$ cat config.mk
export PLATFORM = sky130hd
export DESIGN_NAME = ex_issue_stage
export DESIGN_NICKNAME = d
export VERILOG_FILES = /design/src/rtl/ex_issue_stage.sv
export SDC_FILE = /design/constraint.sdc
export NUM_CORES = 1
export LEC_CHECK = 0
export ABC_AREA = 1
export CAP_MARGIN = 20
export CORE_ASPECT_RATIO = 0.75
export CORE_MARGIN = 5
export CORE_UTILIZATION = 44
export DETAILED_ROUTE_END_ITERATION = 8
export HOLD_SLACK_MARGIN = 0.08
export PLACE_DENSITY = 0.89
export SYNTH_ARGS = -nofsm -noshare
export SYNTH_HDL_FRONTEND = slang
export SYNTH_SLANG_ARGS = --single-unit
export TNS_END_PERCENT = 50
$ cat constraint.sdc
create_clock -name clk -period 2 [get_ports clk]
set_input_delay 0.5 -clock clk [delete_from_list [all_inputs] [get_ports clk]]
set_output_delay 0.5 -clock clk [all_outputs]
set_load 0.005 [all_outputs]
$ cat src/rtl/ex_issue_stage.sv
// EX issue stage: registers a decoded instruction, decodes the ALU opcode,
// and forwards EX/MEM and MEM/WB results onto the held operands.
module ex_issue_stage #(
  parameter int n = 32
) (
  input  logic         clk,
  input  logic         rst,
  input  logic         in_valid,
  output logic         in_ready,
  input  logic         flush,
  input  logic [1:0]   alu_op,
  input  logic [2:0]   funct3,
  input  logic         funct7_5,
  input  logic [4:0]   rs1_addr,
  input  logic [4:0]   rs2_addr,
  input  logic [4:0]   rd_addr_in,
  input  logic [n-1:0] rs1_data,
  input  logic [n-1:0] rs2_data,
  input  logic [n-1:0] imm,
  input  logic         alu_src,
  input  logic         reg_write_in,
  input  logic         exmem_reg_write,
  input  logic [4:0]   exmem_rd,
  input  logic [n-1:0] exmem_result,
  input  logic         memwb_reg_write,
  input  logic [4:0]   memwb_rd,
  input  logic [n-1:0] memwb_result,
  output logic         out_valid,
  input  logic         out_ready,
  output logic [n-1:0] alu_a,
  output logic [n-1:0] alu_b,
  output logic [3:0]   alu_select,
  output logic         alu_cin,
  output logic [n-1:0] store_data,
  output logic [4:0]   rd_out,
  output logic         reg_write_out,
  output logic         illegal,
  output logic [15:0]  stall_cnt
);

  typedef struct packed {
    logic [3:0]   sel;
    logic         ill;
    logic [4:0]   rs1;
    logic [4:0]   rs2;
    logic [4:0]   rd;
    logic [n-1:0] rs1_data;
    logic [n-1:0] rs2_data;
    logic [n-1:0] imm;
    logic         alu_src;
    logic         reg_write;
  } hold_t;

  hold_t        hold_q, hold_d;
  logic         valid_q, valid_d;
  logic [15:0]  stall_q, stall_d;
  logic         capture;
  logic [3:0]   dec_sel;
  logic         dec_ill;
  logic [n-1:0] fwd_a, fwd_b;

  assign in_ready = !valid_q || out_ready;
  assign capture  = in_valid && in_ready && !flush;

  always_comb begin
    dec_sel = 4'b1111;
    dec_ill = 1'b1;
    unique case (1'b1)
      alu_op == 2'b00: begin
        dec_sel = 4'b0010;
        dec_ill = 1'b0;
      end
      alu_op == 2'b01: begin
        dec_sel = 4'b0110;
        dec_ill = 1'b0;
      end
      alu_op == 2'b10 && funct3 == 3'b000: begin
        dec_sel = funct7_5 ? 4'b0110 : 4'b0010;
        dec_ill = 1'b0;
      end
      alu_op == 2'b10 && funct3 == 3'b111: begin
        dec_sel = 4'b0000;
        dec_ill = 1'b0;
      end
      alu_op == 2'b10 && funct3 == 3'b110: begin
        dec_sel = 4'b0001;
        dec_ill = 1'b0;
      end
      default: ;
    endcase
  end

  always_comb begin
    valid_d = valid_q;
    hold_d  = hold_q;
    stall_d = stall_q;
    // flush beats capture; an accepted-but-flushed input is simply lost
    if (flush)
      valid_d = 1'b0;
    else if (capture)
      valid_d = 1'b1;
    else if (valid_q && out_ready)
      valid_d = 1'b0;
    if (capture) begin
      hold_d.sel       = dec_sel;
      hold_d.ill       = dec_ill;
      hold_d.rs1       = rs1_addr;
      hold_d.rs2       = rs2_addr;
      hold_d.rd        = rd_addr_in;
      hold_d.rs1_data  = rs1_data;
      hold_d.rs2_data  = rs2_data;
      hold_d.imm       = imm;
      hold_d.alu_src   = alu_src;
      hold_d.reg_write = reg_write_in;
    end
    if (valid_q && !out_ready && stall_q != 16'hFFFF)
      stall_d = stall_q + 16'd1;
  end

  always_ff @(posedge clk) begin
    if (rst) begin
      valid_q <= 1'b0;
      hold_q  <= '0;
      stall_q <= '0;
    end else begin
      valid_q <= valid_d;
      hold_q  <= hold_d;
      stall_q <= stall_d;
    end
  end

  always_comb begin
    fwd_a = hold_q.rs1_data;
    fwd_b = hold_q.rs2_data;
    if (exmem_reg_write && exmem_rd == hold_q.rs1 && hold_q.rs1 != 5'd0)
      fwd_a = exmem_result;
    else if (memwb_reg_write && memwb_rd == hold_q.rs1 && hold_q.rs1 != 5'd0)
      fwd_a = memwb_result;
    if (exmem_reg_write && exmem_rd == hold_q.rs2 && hold_q.rs2 != 5'd0)
      fwd_b = exmem_result;
    else if (memwb_reg_write && memwb_rd == hold_q.rs2 && hold_q.rs2 != 5'd0)
      fwd_b = memwb_result;
  end

  assign out_valid     = valid_q;
  assign alu_a         = fwd_a;
  assign alu_b         = hold_q.alu_src ? hold_q.imm : fwd_b;
  assign store_data    = fwd_b;
  assign alu_select    = hold_q.sel;
  assign alu_cin       = 1'b0;
  assign rd_out        = hold_q.rd;
  assign reg_write_out = hold_q.reg_write && valid_q;
  assign illegal       = hold_q.ill;
  assign stall_cnt     = stall_q;

endmodule

* Word level (Yosys, flattened, before mapping)
Index checks and enable logic that the tools add are counted.
Word-level totals: logic and storage cells 60, output and inout bits 126, register bits 135
Cells by class: reductions and logical operators 28, eq/ne operators 9, $add $sub $neg 1, muxes and demuxes 10
Operators by type and width (number):
- $mux 32 | 5
- $eq 5x5->1 | 4
- $pmux 4 s5 | 1
- $logic_and 1x1->1 | 17
- $add 16x1->16 const B | 1
- $ne 16x16->1 const B | 1
- $reduce_bool 5->1 | 2
- $eq 3x3->1 const B | 2
- $reduce_or 5->1 | 1
- $logic_not 1->1 | 3
- $logic_not 3->1 | 1
- $mux 1 | 3
- $mux 3 | 1
- $eq 2x1->1 const B | 1
- $eq 2x2->1 const B | 1
- $logic_not 2->1 | 1
- $reduce_bool 2->1 | 1
- $reduce_or 2->1 | 1
- $logic_or 1x1->1 | 1

* Logic depth before layout (Yosys ltp)
depth in word-level cells 6, depth in mapped cells 12, gate-level depth less buffers 11

* Worst setup path after synthesis
No wires, ideal clock.
path kind input to output, start input port memwb_reg_write, end output port alu_a[10], slack 0.099 ns, arrival 1.401 ns, stages 9, data required time 1.500 ns, cells stage by stage inv_1 > a21oi_1 > nand3_1 > nor3_4 > nand2_1 > buf_2 > nand2_1 > nand3_1 > nand2_1
Between the ends: word-level cells in the longest chain between the ends 4
Ends and longest elaborated chain:
- from (decl) | RTL line 25 | input logic memwb_reg_write,
- $logic_and 1x1->1 (2 in series) | RTL line 137 | else if (memwb_reg_write && memwb_rd == hold_q.rs1 && hold_q.rs1 != 5'd0)
- $mux 32 | RTL line 137
- $mux 32 | RTL line 135 | if (exmem_reg_write && exmem_rd == hold_q.rs1 && hold_q.rs1 != 5'd0)
- to (decl) | RTL line 30 | output logic [n-1:0] alu_a,
Every way passes these cells.

* Worst setup path in the final report
start register hold_q[104] (netlist bit), end output port alu_b[0]
Between the ends: word-level cells in the longest chain between the ends 6, elaborated cells on any way between the ends 10
Ends and longest elaborated chain:
- from (decl) | RTL line 54 | hold_t hold_q, hold_d;
- from (signal assigned) | RTL line 127 | hold_q <= hold_d;
- $eq 5x5->1 | RTL line 141 | else if (memwb_reg_write && memwb_rd == hold_q.rs2 && hold_q.rs2 != 5'd0)
- $logic_and 1x1->1 (2 in series) | RTL line 141
- $mux 32 | RTL line 141
- $mux 32 (*) | RTL line 139 | if (exmem_reg_write && exmem_rd == hold_q.rs2 && hold_q.rs2 != 5'd0)
- $mux 32 (*) | RTL line 147 | assign alu_b = hold_q.alu_src ? hold_q.imm : fwd_b;
- to (decl) | RTL line 31 | output logic [n-1:0] alu_b,
Every way passes the cells marked *; elsewhere a longest branch is shown, timed or not.

==> flow_metrics.env <==
export IMPL_run_status="finished with violations"
export IMPL_violations="negative setup slack"
export IMPL_route_detailed_drc=0
export IMPL_gp_congestion=0.966
export IMPL_synth_cell_types=33
export IMPL_fillers=922
export IMPL_fin_cells=1944
export IMPL_seq_area_frac_synth_pct=34.9
export IMPL_worst_path_most_repeated_cell="nand2_1"
export IMPL_peakVddDrop_v=0.000712
export IMPL_clockRootBuffer="clkbuf_16"
export IMPL_die_area_um2=20400
export IMPL_synth_seq_cells=135
export IMPL_end_kind="primary output"
export IMPL_grt_max_degree=58
export IMPL_yosysMostFrequentCell="nand2_1"
export IMPL_fin_ws_ps=-806
export IMPL_core_region_area_um2=17500
export IMPL_clkSlewWorstSetupHoldPaths_ps=60
export IMPL_leakage_uw=0.00685
export IMPL_dr_pass1_iters=9
export IMPL_numCtsBuffers=17
export IMPL_reg2reg_setup_slack_ps=150
export IMPL_min_period_ps=2810
export IMPL_crit_slowest_cell="dfxtp_2"
export IMPL_crit_type="reg2out"
export IMPL_syn_avg_cell_area_um2=6.09
export IMPL_final_hold_viol_count=0
export IMPL_drtIter0Drc=1695
export IMPL_drive_above_1_share_pct=34.7
export IMPL_register_area_um2=2720
export IMPL_antenna_found_initial=3
export IMPL_grt_pass1_vias=10800
export IMPL_powerDensity_nw_per_um2=595
export IMPL_setup_viol=96
export IMPL_synth_edf_count=0
export IMPL_rsz0062_at_grt="yes"
export IMPL_utilization_pct=85.0
export IMPL_start_util_pct=44.3
export IMPL_synth_area_leaders="dfxtp_1 (35%), nand2_1 (15%), nand3_1 (11%)"
export IMPL_slowest_delay_ps=360
export IMPL_syn_cell_area_um2=7750
export IMPL_clock_path_buffers=2
export IMPL_fmax_mhz=356
export IMPL_syn_nets=1474
export IMPL_multi_input_comb_area_um2=5670
export IMPL_synth_warnings=0
export IMPL_syn_inst=1273
export IMPL_fin_crit_sh_pct=140
export IMPL_tritoncts="done"
export IMPL_async_flop_share_pct=0
export IMPL_syn_to_final_growth_pct=91.9
export IMPL_port_buffers=324
export IMPL_pin_count=326
export IMPL_stdcell_area_um2=14900
export IMPL_drv_slew=0
export IMPL_viasPerCell=5.97
export IMPL_cts_hold_buf=0
export IMPL_rows=42
export IMPL_hp_class="reg2reg"
export IMPL_r2r_end="stall_cnt[0]"
export IMPL_nets=1890
export IMPL_crit_path_cell_trace="inv_4 > nand2_1 > nand2_1 > inv_1 > nand2_2 > nor2_4 > buf_6 > nand2_8 > buf_12 > nand2_4 > nand3_4 > buf_6 > nand3_2 > nand2_1 > buf_2"
export IMPL_synth_top_area_cell="dfxtp_1"
export IMPL_maxCapViolCount=0
export IMPL_critPathLaunch="hold_q[104]"
export IMPL_r2r_start="stall_cnt[0]"
export IMPL_finalClockSkew_ps=7.22
export IMPL_arrival_ps=2310
export IMPL_slew_limit_headroom_pct=55.2
export IMPL_hp_start="hold_q[81]"
export IMPL_critPathLaunchType="register"
export IMPL_grt_pass1_wl_um=58900
export IMPL_post_drt_wl_per_cell_um=23.6
export IMPL_synth_top_cell_area_share_pct=34.9
export IMPL_crit_path_end="alu_b[0]"
export IMPL_worst_hold_slack_ps=459
export IMPL_dp_hpwl_um=24700
export IMPL_synthTopCellsByCount="nand2_1 (311), nand3_1 (173), nor2_1 (166)"
export IMPL_synth_top_flop_cell="dfxtp_1"
export IMPL_worst_pin_slew_ps=671
export IMPL_postRouteAntennaNets=0
export IMPL_grt_usage_pct=36.6
export IMPL_place_inst=1833
export IMPL_pre_cts_slack_ps=-1190
export IMPL_vias=11600
export IMPL_cts_sinks=135
export IMPL_wl_um=45800
export IMPL_die_h_um=125
export IMPL_die_x_um=163
export IMPL_h_tree_depth=4
export IMPL_required_ps=1500
export IMPL_grt_overflow_total=0
export IMPL_clock_latency_ps=430
export IMPL_dpl_cell_area_um2=11700
export IMPL_r2r_cells=8
export IMPL_path_max_fanout=6
## layer usage
| layer | vias to the layer above | routed length, um | GRT usage [%] |
|---|---|---|---|
| met2 | 1111 | 20000 | 57.5 |
| met5 | - | 27 | 0 |
| li1 | 4882 | - | - |
| met1 | 5254 | 15600 | 45.4 |
| met3 | 355 | 6460 | 11.3 |
| met4 | 4 | 3730 | 18.5 |
## worst min-delay path by stage
stage / to / depth (start not counted)
2_1_floorplan: hold_q[72] / 2
3_3_place_gp: hold_q[66] / 2
3_5_place_dp: hold_q[90] / 2
6_report: hold_q[81] / 2
5_1_grt: hold_q[94] / 2
4_1_cts: hold_q[90] / 2
## through the flow
step / setup TNS (ps) / total power [uW]
2_1_floorplan: 0 / 3680
3_3_place_gp: -109770 / 4850
3_5_place_dp: -111780 / 4870
4_1_cts: -56880 / 8340
5_1_grt: -71530 / 9080
6_report: -66200 / 8840
## area by class of cell
class	count	area share [%]
timing repair buffer	486	33.5
clock buffer	21	3.16
sequential	135	18.3
antenna	1	0.0168
tap	242	2.04
multi-input combinational	906	38.1
inverter	143	3.87
clock inverter	10	0.968
## registers in the layout, summed over array words and instances (netlist names)
name / cells
hold_q: 108
illegal: 1
out_valid: 1
rd_out: 5
alu_select: 4
stall_cnt: 16
## report_power, final
part	leakage, uW	internal [uW]	switching [uW]	total (uW)
clock	0.000304	2060	1320	3390
combinational	0.00544	1210	1280	2490
sequential	0.00111	2860	111	2970
## layout by cell type, fill, tap and decap left out, drive strengths merged
cell type        n
xnor2            1
a31oi            4
a21oi           57
xor2             6
o22ai            2
nand4            7
nor4             1
conb             1
clkdlybuf4s15    3
nand2          312
clkdlybuf4s50  215
bufinv           3
clkbuf          32
clkinv           8
o21ai          121
dfxtp          135
ha               1
and2            32
nor3b            1
buf            246
dlygate4sd2     11
diode            1
nor3            12
nor2           171
nand3          174
a211oi           1
o211ai           2
inv            142
## cell families after synthesis
family                     after synthesis  synth area share (%)
and+or+nand+nor                        710                  39.3
adders and majority gates                1                 0.161
buffers and inverters                  232                  12.5
other                                    1                0.0484
AOI/OAI and AO/OA                      187                  12.3
DFF                                    135                  34.9
xor gates and xnor gates                 7                 0.791
## critical path, delay by kind of cell, from the launching register on
| kind | cells | cell delay (ps) |
|---|---|---|
| AND/OR/NAND/NOR | 9 | 790 |
| buffers and inverters | 6 | 700 |
| flip-flops | 1 | 360 |
## what timing repair did
action	CTS	global route
endpoints found under the setup margin	97	97
gates resized for setup	603	292
gates cloned	15	6
pin swaps	101	110
buffers inserted	58	12
No activity file was read; power rests on OpenSTA's default activity.
==> RTL change: new RTL, config.mk and constraints unchanged <==
Put one more register stage on the output `stall_cnt`, cleared by the reset. The value now appears one clock later. The other outputs are not delayed to match.
--- a/src/rtl/ex_issue_stage.sv
+++ b/src/rtl/ex_issue_stage.sv
@@ -151,7 +151,13 @@
   assign rd_out        = hold_q.rd;
   assign reg_write_out = hold_q.reg_write && valid_q;
   assign illegal       = hold_q.ill;
-  assign stall_cnt     = stall_q;
+  always_ff @(posedge clk) begin
+    if (rst) begin
+      stall_cnt <= '0;
+    end else begin
+      stall_cnt <= stall_q;
+    end
+  end
 
 endmodule
 
Function: changed (a bounded check fails within 4 cycles, from zero or initial values and one cycle with rst high).
==> RTL change against the unedited design <==
  * The run still ends with setup timing left
  * Combinational power fell by 4%
  * Final area decreased by 2.0%
  * Highest routed layer unchanged
  * Sequential cell count is 16 higher
  * Critical endpoint is now alu_a[20]
  * Wire length shrank 5.7%
  * Worst hold slack gained 11 ps
  * Count of clock-buffer cells in the layout shrank 3
  * Register-to-register slack better by 110 ps
  * Power increased by 4.7%
  * Area after synthesis is 5.5% higher
  * Fmax increased by 0.19%
  * Clock skew up 9.0 ps
  * Worst setup slack improved by 5.4 ps
==> RTL change: results (changes against the unedited design) <==
[run_status]
result_of_the_run=finished with violations
violations=setup timing

[global_route]
first_global_vias=10300  ; -4.5%
largest_net_degree_at_the_start_of_global_routing=64  ; +10%
grt_pass1_wl_mm=55.3  ; -6.1%
number_of_antenna_violations_at_the_first_check_in_global_routing=4  ; +1
gr_layer_usage_met1=0.404  ; -0.0494
groute.layer.met3.usage=0.0906  ; -0.0229
global_route_total_usage_across_every_layer=0.324  ; -0.0422
met2_usage=0.521  ; -0.0541

[worst_setup_path]
rr_startpoint=stall_q[1]
r2r_end=stall_q[14]
regToRegSetupSlack_ps=260  ; +110 ps

[pwr]
peakVddDrop_mv=0.585  ; -18%
power_per_cell_area_nw_per_um2=635  ; +6.8%
pwr-share-clk=0.388  ; +0.005
leakage_nw=6.69  ; -2.5%
power_switching_share=0.298  ; -0.00795
comb_power_share=0.257  ; -0.025

[route]
drt_first_pass_iters=6  ; -3
average_vias_per_placed_instance=5.79  ; -3.0%
routedLengthMet1_mm=15.6  ; -0.18%
average_routed_wire_per_standard_cell_um=22.2  ; -5.7%
met3_length_mm=5.33  ; -18%
drt_iter0_markers=1532  ; -9.6%
met2_wirelength_mm=19.1  ; -4.5%

[finish]
post_route_cells_drive_above_1_share=0.310  ; -0.0369
reg.largest.list=hold_q (108), stall_cnt (16), stall_q (16)
total_number_of_nets_in_the_final_design=1883  ; -0.37%
number_of_standard_cells_in_the_layout_taps_in_and_fillers_out=1943  ; -0.051%

[hold_path]
min_to=illegal

[placement]
post-place-ws_ps=-1190  ; -7.75 ps
post_dp_cell_area_um2=12100  ; +3.0%
globalplace.congestion=0.929  ; -3.8%
hpwlAfterDp_mm=24.3  ; -1.7%

[timing]
finalSetupTns_ps=-59030  ; +7180 ps
setup_viol=96  ; unchanged
timing.final.ws_setup_ps=-800  ; +5.38 ps
final.hold.worst_slack_ps=470  ; +11.1 ps

[logic_synthesis]
synth-seq-area-share=0.370  ; +0.0211
compound_gate_fraction_of_synth_area=0.116  ; -0.00635
synth-xor-area-share=0.00750  ; -0.000409
syn-num-nets=1509  ; +2.4%
syn_inst_count=1308  ; +2.7%
synthAdderAreaFrac=0.00153  ; -0.0000835
netlist_top_cells_count=sky130_fd_sc_hd__nand2_1, sky130_fd_sc_hd__nor2_1, sky130_fd_sc_hd__nand3_1, sky130_fd_sc_hd__dfxtp_1, sky130_fd_sc_hd__inv_1

[RTL change: changes by cell type in the layout (fill, tap and decap cells not counted), moves of 7 or more]
cell                       unedited run  this run
sky130_fd_sc_hd__buf_6               71        49
sky130_fd_sc_hd__buf_4               72        53
sky130_fd_sc_hd__nand3_1             37        56
sky130_fd_sc_hd__nand3_4             44        27
sky130_fd_sc_hd__nor2_1             162       179
sky130_fd_sc_hd__dfxtp_1            126       141
sky130_fd_sc_hd__nand2_2             66        52
sky130_fd_sc_hd__o21ai_1              2        12
sky130_fd_sc_hd__o21ai_0            119       110
sky130_fd_sc_hd__nand2_1            213       221
sky130_fd_sc_hd__clkbuf_2             5        12
[RTL change: timing repair]
item,in CTS,in global routing
gates cloned,11,8
buffers inserted,23,9
hold endpoints to repair,0,0
gates resized for setup,526,287
pin swaps,77,85
endpoints found under the setup margin,97,98
[RTL change: how the worst max path moves through the flow]
stage / startpoint / to / slack, ps / depth (start not counted)
6_report: hold_q[108] / alu_a[20] / -800 / 11
5_1_grt: hold_q[108] / alu_a[20] / -830 / 11
4_1_cts: hold_q[108] / alu_a[9] / -650 / 12
3_5_place_dp: memwb_rd[0] / alu_b[7] / -1190 / 11
3_3_place_gp: memwb_rd[0] / alu_b[7] / -1160 / 11
2_1_floorplan: memwb_rd[3] / alu_a[10] / 70 / 9
[RTL change: area by class of cell]
cell class	instances	area [um2]
multi-input combinational	920	5480
clock buffer	18	439
antenna	2	5.00
sequential	151	3050
clock inverter	13	198
inverter	147	581
fill	1150	3780
tap	247	309
timing repair buffer	445	4510
[RTL change: tightest hold or removal path, cell delays in order, from the launching register on]
cell and delay (ps):
sky130_fd_sc_hd__dfxtp_1 320, sky130_fd_sc_hd__nand2_1 60, sky130_fd_sc_hd__a21oi_1 50
